<file path="config.mk">
export PLATFORM = sky130hd
export DESIGN_NAME = aurora_hls_link_ctrl
export DESIGN_NICKNAME = d
export VERILOG_FILES = /design/src/rtl/aurora_hls_link_ctrl.sv
export SDC_FILE = /design/constraint.sdc
export NUM_CORES = 1
export LEC_CHECK = 0
export ABC_AREA = 1
export CAP_MARGIN = 20
export CORE_MARGIN = 4
export CORE_UTILIZATION = 58
export CTS_CLUSTER_SIZE = 25
export DETAILED_ROUTE_END_ITERATION = 6
export PLACE_DENSITY = 0.92
export SLEW_MARGIN = 20
export SYNTH_ARGS = -nofsm -noshare
export SYNTH_HDL_FRONTEND = slang
export SYNTH_SLANG_ARGS = --single-unit
</file>
<file path="constraint.sdc">
create_clock -name clk -period 3.1 [get_ports clk]
set_clock_uncertainty 0.15 [all_clocks]
set_input_delay 0.465 -clock clk [delete_from_list [all_inputs] [get_ports clk]]
set_output_delay 0.465 -clock clk [all_outputs]
set_load 0.03 [all_outputs]
</file>
<file path="src/rtl/aurora_hls_link_ctrl.sv">
// Bring-up / recovery sequencer for one Aurora 64B/66B quad-lane core.
// Optional macro AURORA_HLS_LINK_CTRL_HARD_ERR_EN: treat hard error as a link drop.
module aurora_hls_link_ctrl #(
   parameter int unsigned PMA_INIT_CYCLES   = 256,
   parameter int unsigned RESET_PB_CYCLES   = 128,
   parameter int unsigned STABLE_CYCLES     = 1024,
   parameter int unsigned UP_TIMEOUT_CYCLES = 32'd1 << 24,
   parameter int unsigned MAX_RETRIES       = 8
) (
   input  logic        clk,
   input  logic        rst_n,
   input  logic        enable,
   input  logic [12:0] aurora_status,
   output logic        pma_init,
   output logic        reset_pb,
   output logic        link_ready,
   output logic        link_failed,
   output logic [31:0] retry_count,
   output logic [2:0]  state
);

   localparam int unsigned PW = $clog2(PMA_INIT_CYCLES + 1);
   localparam int unsigned RW = $clog2(RESET_PB_CYCLES + 1);
   localparam int unsigned SW = $clog2(STABLE_CYCLES + 1);
   localparam int unsigned TW = $clog2(UP_TIMEOUT_CYCLES + 1);

   typedef enum logic [2:0] {
      IDLE        = 3'd0,
      RESET_PMA   = 3'd1,
      RELEASE_PMA = 3'd2,
      WAIT_UP     = 3'd3,
      UP          = 3'd4,
      FAILED      = 3'd5
   } st_t;

   st_t cur_st, nxt_st;

   logic [12:0]   s_meta, s;
   logic [PW-1:0] pma_cnt;
   logic [RW-1:0] rel_cnt;
   logic [SW-1:0] stab_cnt;
   logic [TW-1:0] to_cnt;
   logic [31:0]   retry_inc;
   logic          status_ok, hard_err, ok_wait;
   logic          do_retry, clr_retry;
   logic          unused_soft_err;

   always_ff @(posedge clk or negedge rst_n) begin
      if (!rst_n) begin
         s_meta <= '0;
         s      <= '0;
      end else begin
         s_meta <= aurora_status;
         s      <= s_meta;
      end
   end

   assign status_ok = (s[3:0] == 4'hF) & (s[7:4] == 4'hF) & s[8] & ~s[9] & s[12];
`ifdef AURORA_HLS_LINK_CTRL_HARD_ERR_EN
   assign hard_err = s[10];
   assign unused_soft_err = s[11];
`else
   assign hard_err = 1'b0;
   assign unused_soft_err = ^s[11:10];
`endif
   assign ok_wait   = status_ok & ~hard_err;
   assign retry_inc = (retry_count == '1) ? retry_count : retry_count + 32'd1;

   always_comb begin
      nxt_st    = cur_st;
      do_retry  = 1'b0;
      clr_retry = 1'b0;
      if (!enable) begin
         nxt_st = IDLE;
      end else begin
         case (cur_st)
            IDLE: begin
               nxt_st    = RESET_PMA;
               clr_retry = 1'b1;
            end
            RESET_PMA:
               if (pma_cnt == PW'(PMA_INIT_CYCLES - 1)) nxt_st = RELEASE_PMA;
            RELEASE_PMA:
               if (rel_cnt == RW'(RESET_PB_CYCLES - 1)) nxt_st = WAIT_UP;
            WAIT_UP: begin
               // Stable completion is checked first so it wins over a same-cycle timeout.
               if (ok_wait && stab_cnt == SW'(STABLE_CYCLES - 1)) nxt_st = UP;
               else if (to_cnt == TW'(UP_TIMEOUT_CYCLES - 1))     do_retry = 1'b1;
            end
            UP:
               if (!ok_wait) do_retry = 1'b1;
            FAILED:
               nxt_st = FAILED;
            default:
               nxt_st = IDLE;
         endcase
         if (do_retry)
            nxt_st = (MAX_RETRIES != 0 && retry_inc >= MAX_RETRIES) ? FAILED : RESET_PMA;
      end
   end

   always_ff @(posedge clk or negedge rst_n) begin
      if (!rst_n) begin
         cur_st      <= IDLE;
         pma_cnt     <= '0;
         rel_cnt     <= '0;
         stab_cnt    <= '0;
         to_cnt      <= '0;
         retry_count <= '0;
      end else begin
         cur_st   <= nxt_st;
         // Counters run only while staying in their state, so every entry starts at zero.
         pma_cnt  <= (cur_st == RESET_PMA && nxt_st == RESET_PMA) ? pma_cnt + 1'b1 : '0;
         rel_cnt  <= (cur_st == RELEASE_PMA && nxt_st == RELEASE_PMA) ? rel_cnt + 1'b1 : '0;
         stab_cnt <= (cur_st == WAIT_UP && nxt_st == WAIT_UP && ok_wait) ? stab_cnt + 1'b1 : '0;
         to_cnt   <= (cur_st == WAIT_UP && nxt_st == WAIT_UP) ? to_cnt + 1'b1 : '0;
         if (clr_retry)     retry_count <= '0;
         else if (do_retry) retry_count <= retry_inc;
      end
   end

   always_comb begin
      pma_init    = 1'b0;
      reset_pb    = 1'b0;
      link_ready  = 1'b0;
      link_failed = 1'b0;
      case (cur_st)
         IDLE, RESET_PMA: begin
            pma_init = 1'b1;
            reset_pb = 1'b1;
         end
         RELEASE_PMA: reset_pb = 1'b1;
         UP:          link_ready = 1'b1;
         FAILED: begin
            pma_init    = 1'b1;
            reset_pb    = 1'b1;
            link_failed = 1'b1;
         end
         default: ;
      endcase
   end

   assign state = cur_st;

endmodule

</file>
==> results of run 1 <==
[cell usage in the layout (no fill, tap or decap), types with 2 or more instances in the layout]
cell	instances
o21ai_0	15
dfrtp_1	110
buf_4	5
inv_1	81
xor2_1	28
clkinv_8	2
ha_1	6
inv_6	2
o22ai_1	7
o21ai_1	13
nand2_4	4
nand3_1	57
nand3b_1	2
nand2_2	7
or2_2	2
nor3_2	2
nor3_1	13
clkbuf_8	9
a21oi_1	10
nor2_2	6
clkdlybuf4s50_1	51
xnor2_1	12
nor4_1	3
nand2_1	208
nand4_1	8
nor2_4	3
nor2_1	147
[per-stage QoR]
| step | area (µm²) | util | instances |
|---|---|---|---|
| CTS | 6666 | 0.6852 | 955 |
| detailed placement | 6447 | 0.6627 | 938 |
| global route | 6666 | 0.6852 | 955 |
| finish | 6666 | 0.6852 | 955 |
| global placement | 6447 | 0.6627 | 938 |
| floorplan | 5789 | - | 758 |
[critical path, cell delays in order (launching register included)]
cell,delay (ns)
dfrtp_1,0.42
ha_1,0.20
nand3_1,0.11
nor2_1,0.19
nand3_1,0.15
nor3_1,0.27
nor2_1,0.12
nand2_2,0.11
nand2_4,0.08
nand2_4,0.17
nand2_4,0.23
o21ai_0,0.31
[layer usage]
layer	global-route usage	vias up	wire length (µm)
met3	0.05099	42	998
met2	0.4090	203	6320
met5	0	-	0
li1	-	2495	-
met4	0.07755	0	323
met1	0.2907	2355	5241
[final cells by class]
| type | instances | area, µm² | share of cell area |
|---|---|---|---|
| Clock buffer | 9 | 123.9 | 0.01858 |
| Multi-Input combinational cell | 555 | 2644 | 0.3966 |
| Inverter | 83 | 316.6 | 0.04749 |
| Sequential cell | 110 | 2753 | 0.4129 |
| Clock inverter | 7 | 85.08 | 0.01276 |
| Timing Repair Buffer | 58 | 578.1 | 0.08671 |
| Tap cell | 133 | 166.4 | 0.02496 |
[power by group]
part	internal (mW)	switching, mW	leakage, nW	total (mW)
clock network	0.328	0.563	0.101	0.891
registers	1.45	0.00562	1.48	1.46
logic	0.0254	0.0514	1.26	0.0768
total	1.80	0.620	2.84	2.42
[sequential cells by signal, indices dropped and copies added, names as in the netlist]
| name | cells |
|---|---|
| s | 11 |
| retry_count | 32 |
| stab_cnt | 11 |
| to_cnt | 25 |
| state | 3 |
| rel_cnt | 8 |
| pma_cnt | 9 |
| s_meta | 11 |
[kinds of logic (layout without fill, tap and decap cells)]
group,count (synthesis),after routing,share of synthesized area
AOI/OAI and AO/OA,45,45,0.04041
and+or+nand+nor,464,464,0.3428
xor gates and xnor gates,40,40,0.06052
buffers and inverters,93,157,0.06786
adders and majority gates,6,6,0.01297
DFF,110,110,0.4755
[worst paths after layout]
check / endpoint / slack [ns] / cells past startpoint
max in group asynchronous: stab_cnt[4]$_DFF_PN0_ / 1.66 / 3
max reg2reg: retry_count[5]$_DFFE_PN0P_ / 0.48 / 11
min reg2reg: s[4]$_DFF_PN0_ / 0.21 / 0
min: s[4]$_DFF_PN0_ / 0.21 / 0
min in group asynchronous: retry_count[26]$_DFFE_PN0P_ / 0.38 / 2
max: retry_count[5]$_DFFE_PN0P_ / 0.48 / 11
==> summary.md, run 1 <==
| Metric | Value |
|---|---|
| Dominant cells by area after synthesis | `dfrtp_1, nand2_1, nor2_1, inv_1, nand3_1` |
| GR Util All Layers | `0.2348` |
| Die H | `107.9 µm` |
| Final WS setup | `0.4845 ns` |
| Final Max Tran Viols | `0` |
| R2R Path Start | `stab_cnt[0]$_DFF_PN0_` |
| Io pins | `55` |
| Total die area | `0.01164 mm²` |
| Post-CTS Hold Fix Bufs | `1` |
| Worst endpoint required time | `between 3 and 4 ns` |
| RSZ-0062 raised after global routing | `no` |
| Worst Hold Class | `flip-flop to flip-flop` |
| N_diodes | `0` |
| First-pass GRT wire length | `~22 mm` |
| Final setup violation count | `0` |
| ANT nets after route | `0` |
| CTS Buf Count | `9` |
| Critical path data arrival time | `2.75 ns` |
| Final Hold Viols | `0` |
| Per-cell routed wire length | `13.49 µm` |
| Via density per instance | `5.335` |
| YS warnings | `0` |
| NumNets Final | `839` |
| Row Count | `36` |
| Setup crit start | `stab_cnt[0]$_DFF_PN0_` |
| Worst vdd ir | `0.4571 mV` |
| H-Tree Depth | `3` |
| CP Launch Type | `flip-flop` |
| Final RePlAce weighted congestion | `approximately 0.95` |
| Largest net degree at the start of global routing | `83` |
| Measured slew at the worst slew-check pin | `0.5621 ns` |
| Fillers | `around 770` |
| Synth async-reset ratio | `1.000` |
| CTS tree | `built` |
| Area growth syn-to-layout | `15.15%` |
| Min-Delay Startpoint | `s_meta[4]$_DFF_PN0_` |
| Mapped Area | `0.005789 mm²` |
| CP Class | `flip-flop to flip-flop` |
| Synth cell count leaders | `nand2_1, nor2_1, dfrtp_1` |
| Routed WL | `between 10 and 15 mm` |
| Drt initial violations | `roughly 370` |
| CP Max Fanout | `25` |
| Synth top area share | `0.4755` |
| Max_slew headroom | `0.6240` |
| Hold WS | `0.2135 ns` |
| Max Cap Viol | `0` |
| Total grt overflow | `0` |
| Total power | `2.424 mW` |
| Yosys cell types | `30` |
| Setup Buffers After CTS | `0` |
| Share of post-route cells with drive strength above 1 | `0.05961` |
| Post-synth EDFFs | `0` |
| Drt pass-1 iters | `5` |
| Cell with the most instances after synthesis | `nand2_1` |
| PwrDens | `363.6 mW/mm²` |
| Number of gates resized after CTS | `0` |
| Setup TNS | `0 ns` |
| Seq/Total Area, Yosys | `0.4755` |
| Die width | `about 110 µm` |
| CP endpoint kind | `flip-flop` |
| Fin crit period | `approximately 2.6 ns` |
| Post-synth top area cell | `dfrtp_1` |
| Clock latency on the worst-skew pair | `~0.38 ns` |
| Initial antenna violation count | `0` |
| IO Port Bufs | `52` |
| Number of global-route vias before repair | `4942` |
| Status | `completed` |
| Syn_nets | `780` |
| DP Worst Slack | `0.4792 ns` |
| Detailed-route via count | `5095` |
| Clock Sinks | `110` |
| Pleak | `approximately 2.8 nW` |
| Dpl hpwl | `9.407 mm` |
| F_max | `between 300 and 400 MHz` |
| DRC viols | `0` |
| Max clock buf depth | `2` |
| Core footprint | `0.009729 mm²` |
| Initial Util | `0.5950` |
| Post-synthesis register bit count | `110` |
| Gate Count Post-Synth | `758` |
| Period utilisation layout | `0.8437` |
| Syn Area/Cell | `7.638 µm²` |
| Clk pin slew, worst setup/hold paths | `0.12 ns` |
| Root buf cell | `clkbuf_8` |
| Top_reg_cell synth | `dfrtp_1` |
(Power assumes the default switching activity.)
==> inputs of run 2 (changes only) <==
Settings changed: CORE_UTILIZATION 58 to 52, PLACE_DENSITY 0.92 to 0.87.
Clock period 3.1 ns to 2.15 ns, I/O delays scaled along.
==> summary.md, run 2 (synthesized netlist as in run 1, its figures left out) <==
| Metric | Value |
|---|---|
| ANT nets after route | `0 (unchanged)` |
| Dpl cell area | `0.007272 mm² (was 0.006447 mm²)` |
| PwrDens | `435.8 mW/mm² (was 363.6 mW/mm²)` |
| Largest Register | `retry_count (unchanged)` |
| Worst vdd ir | `0.6144 mV (was 0.4571 mV)` |
| Status | `complete, but fails checks (was completed)` |
| NumNets Final | `964 (was 839)` |
| Hold Path Stages | `1 (was 0)` |
| Fin crit period | `2.435 ns (was 2.616 ns)` |
| Commonest non-fill, non-tap cell in the layout | `nand2_1 (unchanged)` |
| Critical Path Slowest Stage Cell | `dfrtp_1 (unchanged)` |
| Biggest registers after layout | `retry_count x32, to_cnt x25 (unchanged)` |
| Period utilisation layout | `1.133 (was 0.8437)` |
| Measured slew at the worst slew-check pin | `0.6096 ns (was 0.5621 ns)` |
| First-pass GRT wire length | `27.01 mm (was 21.92 mm)` |
| Worst setup path end | `retry_count[1]$_DFFE_PN0P_ (was retry_count[5]$_DFFE_PN0P_)` |
| Per-cell routed wire length | `17.48 µm (was 13.49 µm)` |
| RSZ-0062 raised after global routing | `yes (was no)` |
| Io pins | `55 (unchanged)` |
| Die H | `113.5 µm (was 107.9 µm)` |
| Failing checks | `setup timing` |
| Final design utilization | `0.7682 (was 0.6852)` |
| Max Cap Viol | `0 (unchanged)` |
| Critical path data arrival time | `2.55 ns (was 2.75 ns)` |
| Sw Ratio | `0.2537 (was 0.2558)` |
| Root buf cell | `clkbuf_8 (unchanged)` |
| DP Worst Slack | `-0.1131 ns (was 0.4792 ns)` |
| Row Count | `38 (was 36)` |
| Path depth of the worst reg2reg path | `15 (was 11)` |
| Max clock buf depth | `2 (unchanged)` |
| Drt pass-1 iters | `6 (was 5)` |
| Clock latency on the worst-skew pair | `0.40 ns (was 0.38 ns)` |
| P_sw | `924.8 µW (was 619.9 µW)` |
| CP endpoint kind | `flip-flop (unchanged)` |
| Worst endpoint required time | `2.26 ns (was 3.23 ns)` |
| H-Tree Depth | `3 (unchanged)` |
| Clk pin slew, worst setup/hold paths | `0.12 ns (about the same)` |
| Initial antenna violation count | `0 (unchanged)` |
| Worst Hold Class | `primary input to flip-flop (was flip-flop to flip-flop)` |
| CP Class | `flip-flop to flip-flop (unchanged)` |
| Final RePlAce weighted congestion | `0.9670 (was 0.9546)` |
| Total die area | `0.01289 mm² (was 0.01164 mm²)` |
| CP Launch Type | `flip-flop (unchanged)` |
| Dpl hpwl | `10.56 mm (was 9.407 mm)` |
| IO Port Bufs | `52 (unchanged)` |
| Drt initial violations | `686 (was 366)` |
| Final Hold Viols | `0 (unchanged)` |
| Final setup violation count | `88 (was 0)` |
| Hold WS | `0.2030 ns (was 0.2135 ns)` |
| Crit-path cells | `ha_4 -> nand3_4 -> nor2_4 -> nand2_4 -> nor2_4 -> nand2_2 -> nor2_4 -> nand2_2 -> nor2_2 -> nand2_2 -> nand2_4 -> nand2_8 -> nand2_8 -> buf_6 -> o22ai_2 (was ha_1 -> nand3_1 -> nor2_1 -> nand3_1 -> nor3_1 -> nor2_1 -> nand2_2 -> nand2_4 -> nand2_4 -> nand2_4 -> o21ai_0)` |
| Clk pwr share | `0.381 (was 0.368)` |
| CTS tree | `built (unchanged)` |
| Largest net degree at the start of global routing | `44 (was 83)` |
| Reg power frac | `0.576 (was 0.601)` |
| Clock Sinks | `110 (unchanged)` |
| Share of post-route cells with drive strength above 1 | `0.3073 (was 0.05961)` |
| Largest register FFs | `32 (unchanged)` |
| Pleak | `3.657 nW (was 2.845 nW)` |
| Max_slew headroom | `0.5936 (was 0.6240)` |
| Final WS setup | `-0.2851 ns (was 0.4845 ns)` |
| Reg2Reg Capture Point | `retry_count[1]$_DFFE_PN0P_ (was retry_count[5]$_DFFE_PN0P_)` |
| Core footprint | `0.01089 mm² (was 0.009729 mm²)` |
| CTS Buf Count | `9 (unchanged)` |
| GR Util All Layers | `0.2602 (was 0.2348)` |
| Via density per instance | `5.786 (was 5.335)` |
| Total grt overflow | `0 (unchanged)` |
| R2R Path Start | `to_cnt[1]$_DFF_PN0_ (was stab_cnt[0]$_DFF_PN0_)` |
| Most frequent cells in the layout | `nand2_1, buf_4, dfrtp_1 (was nand2_1, nor2_1, dfrtp_1)` |
| CP Max Fanout | `5 (was 25)` |
| Setup crit start | `to_cnt[1]$_DFF_PN0_ (was stab_cnt[0]$_DFF_PN0_)` |
| Final Max Tran Viols | `0 (unchanged)` |
| Initial Util | `0.5317 (was 0.5950)` |
| Number of global-route vias before repair | `5788 (was 4942)` |
| F_max | `410.7 MHz (was 382.3 MHz)` |
| Die width | `113.5 µm (was 107.9 µm)` |
| Max incr delay on CP | `0.42 ns (about the same)` |
| Total power | `3.645 mW (was 2.424 mW)` |
| Final Instance Area | `0.008364 mm² (was 0.006666 mm²)` |
| Detailed-route via count | `6289 (was 5095)` |
| DRC viols | `0 (unchanged)` |
| N_diodes | `0 (unchanged)` |
| Internal | `2.720 mW (was 1.804 mW)` |
| Routed WL | `19.00 mm (was 12.88 mm)` |
| Logic gate share of total power | `0.043 (was 0.032)` |
| R2R Setup Slk | `-0.29 ns (was 0.48 ns)` |
| Area growth syn-to-layout | `44.48% (was 15.15%)` |
[run 2: cell types whose count changed in the layout (fill, tap and decap cells not counted), sizes merged, moves of 3 or more]
| cell | delta |
|---|---|
| buf | +125 |
| clkdlybuf4s50 | -7 |
| clkbuf | +3 |
| dlygate4sd2 | +3 |
[run 2: worst min path at each step]
stage / from / to / slack (ns)
final: aurora_status[5] / s_meta[5]$_DFF_PN0_ / 0.20
after global routing: aurora_status[6] / s_meta[6]$_DFF_PN0_ / 0.20
after CTS: aurora_status[5] / s_meta[5]$_DFF_PN0_ / 0.20
after detailed placement: s_meta[0]$_DFF_PN0_ / s[0]$_DFF_PN0_ / 0.18
after global placement: s_meta[3]$_DFF_PN0_ / s[3]$_DFF_PN0_ / 0.18
after floorplan: rst_n / pma_cnt[0]$_DFF_PN0_ / -0.12
[run 2: power groups by stage]
stage	clock network, mW	logic, mW	registers (mW)
final	1.39	0.158	2.10
after CTS	1.35	0.134	2.10
after global placement	0	0.128	2.14
after floorplan	0	0.0324	2.14
after global routing	1.46	0.171	2.10
after detailed placement	0	0.132	2.14
[run 2: layout make-up]
type,instances,area (µm²)
Inverter,83,331.6
Sequential cell,110,2756
Timing Repair Buffer,183,1637
Multi-Input combinational cell,555,3257
Clock inverter,7,83.83
Tap cell,140,175.2
Fill cell,622,2524
Clock buffer,9,123.9
[run 2: layer usage]
layer  GRT usage  share of wire  vias up
met5           0              0        -
met4     0.09856          0.061        0
met3     0.05199          0.090      140
met2      0.4468           0.49      442
met1      0.3250           0.36     2951
li1            -              -     2756
[run 2: through the flow]
step	std cells	setup TNS [ns]
detailed placement	1046	-4.306
global placement	1046	-0.06196
floorplan	758	-0.05599
CTS	1081	-5.655
finish	1087	-20.19
global route	1087	-28.64
[run 2: repair_timing]
action	in CTS	in global routing
buffers inserted	16	8
hold endpoints to repair	40	0
pin swaps	17	13
gates cloned	2	1
setup endpoints to repair	90	92
resized for setup	84	101
hold buffers	1	0
[run 2: critical path, delay by kind of cell, from the launching register on]
kind                     cells  cell delay [ns]
adder cells (fa/ha/maj)      1             0.18
AO/OA/AOI/OAI                1             0.08
flip-flops                   1             0.42
AND/OR/NAND/NOR             12             1.36
buffers and inverters        1             0.14
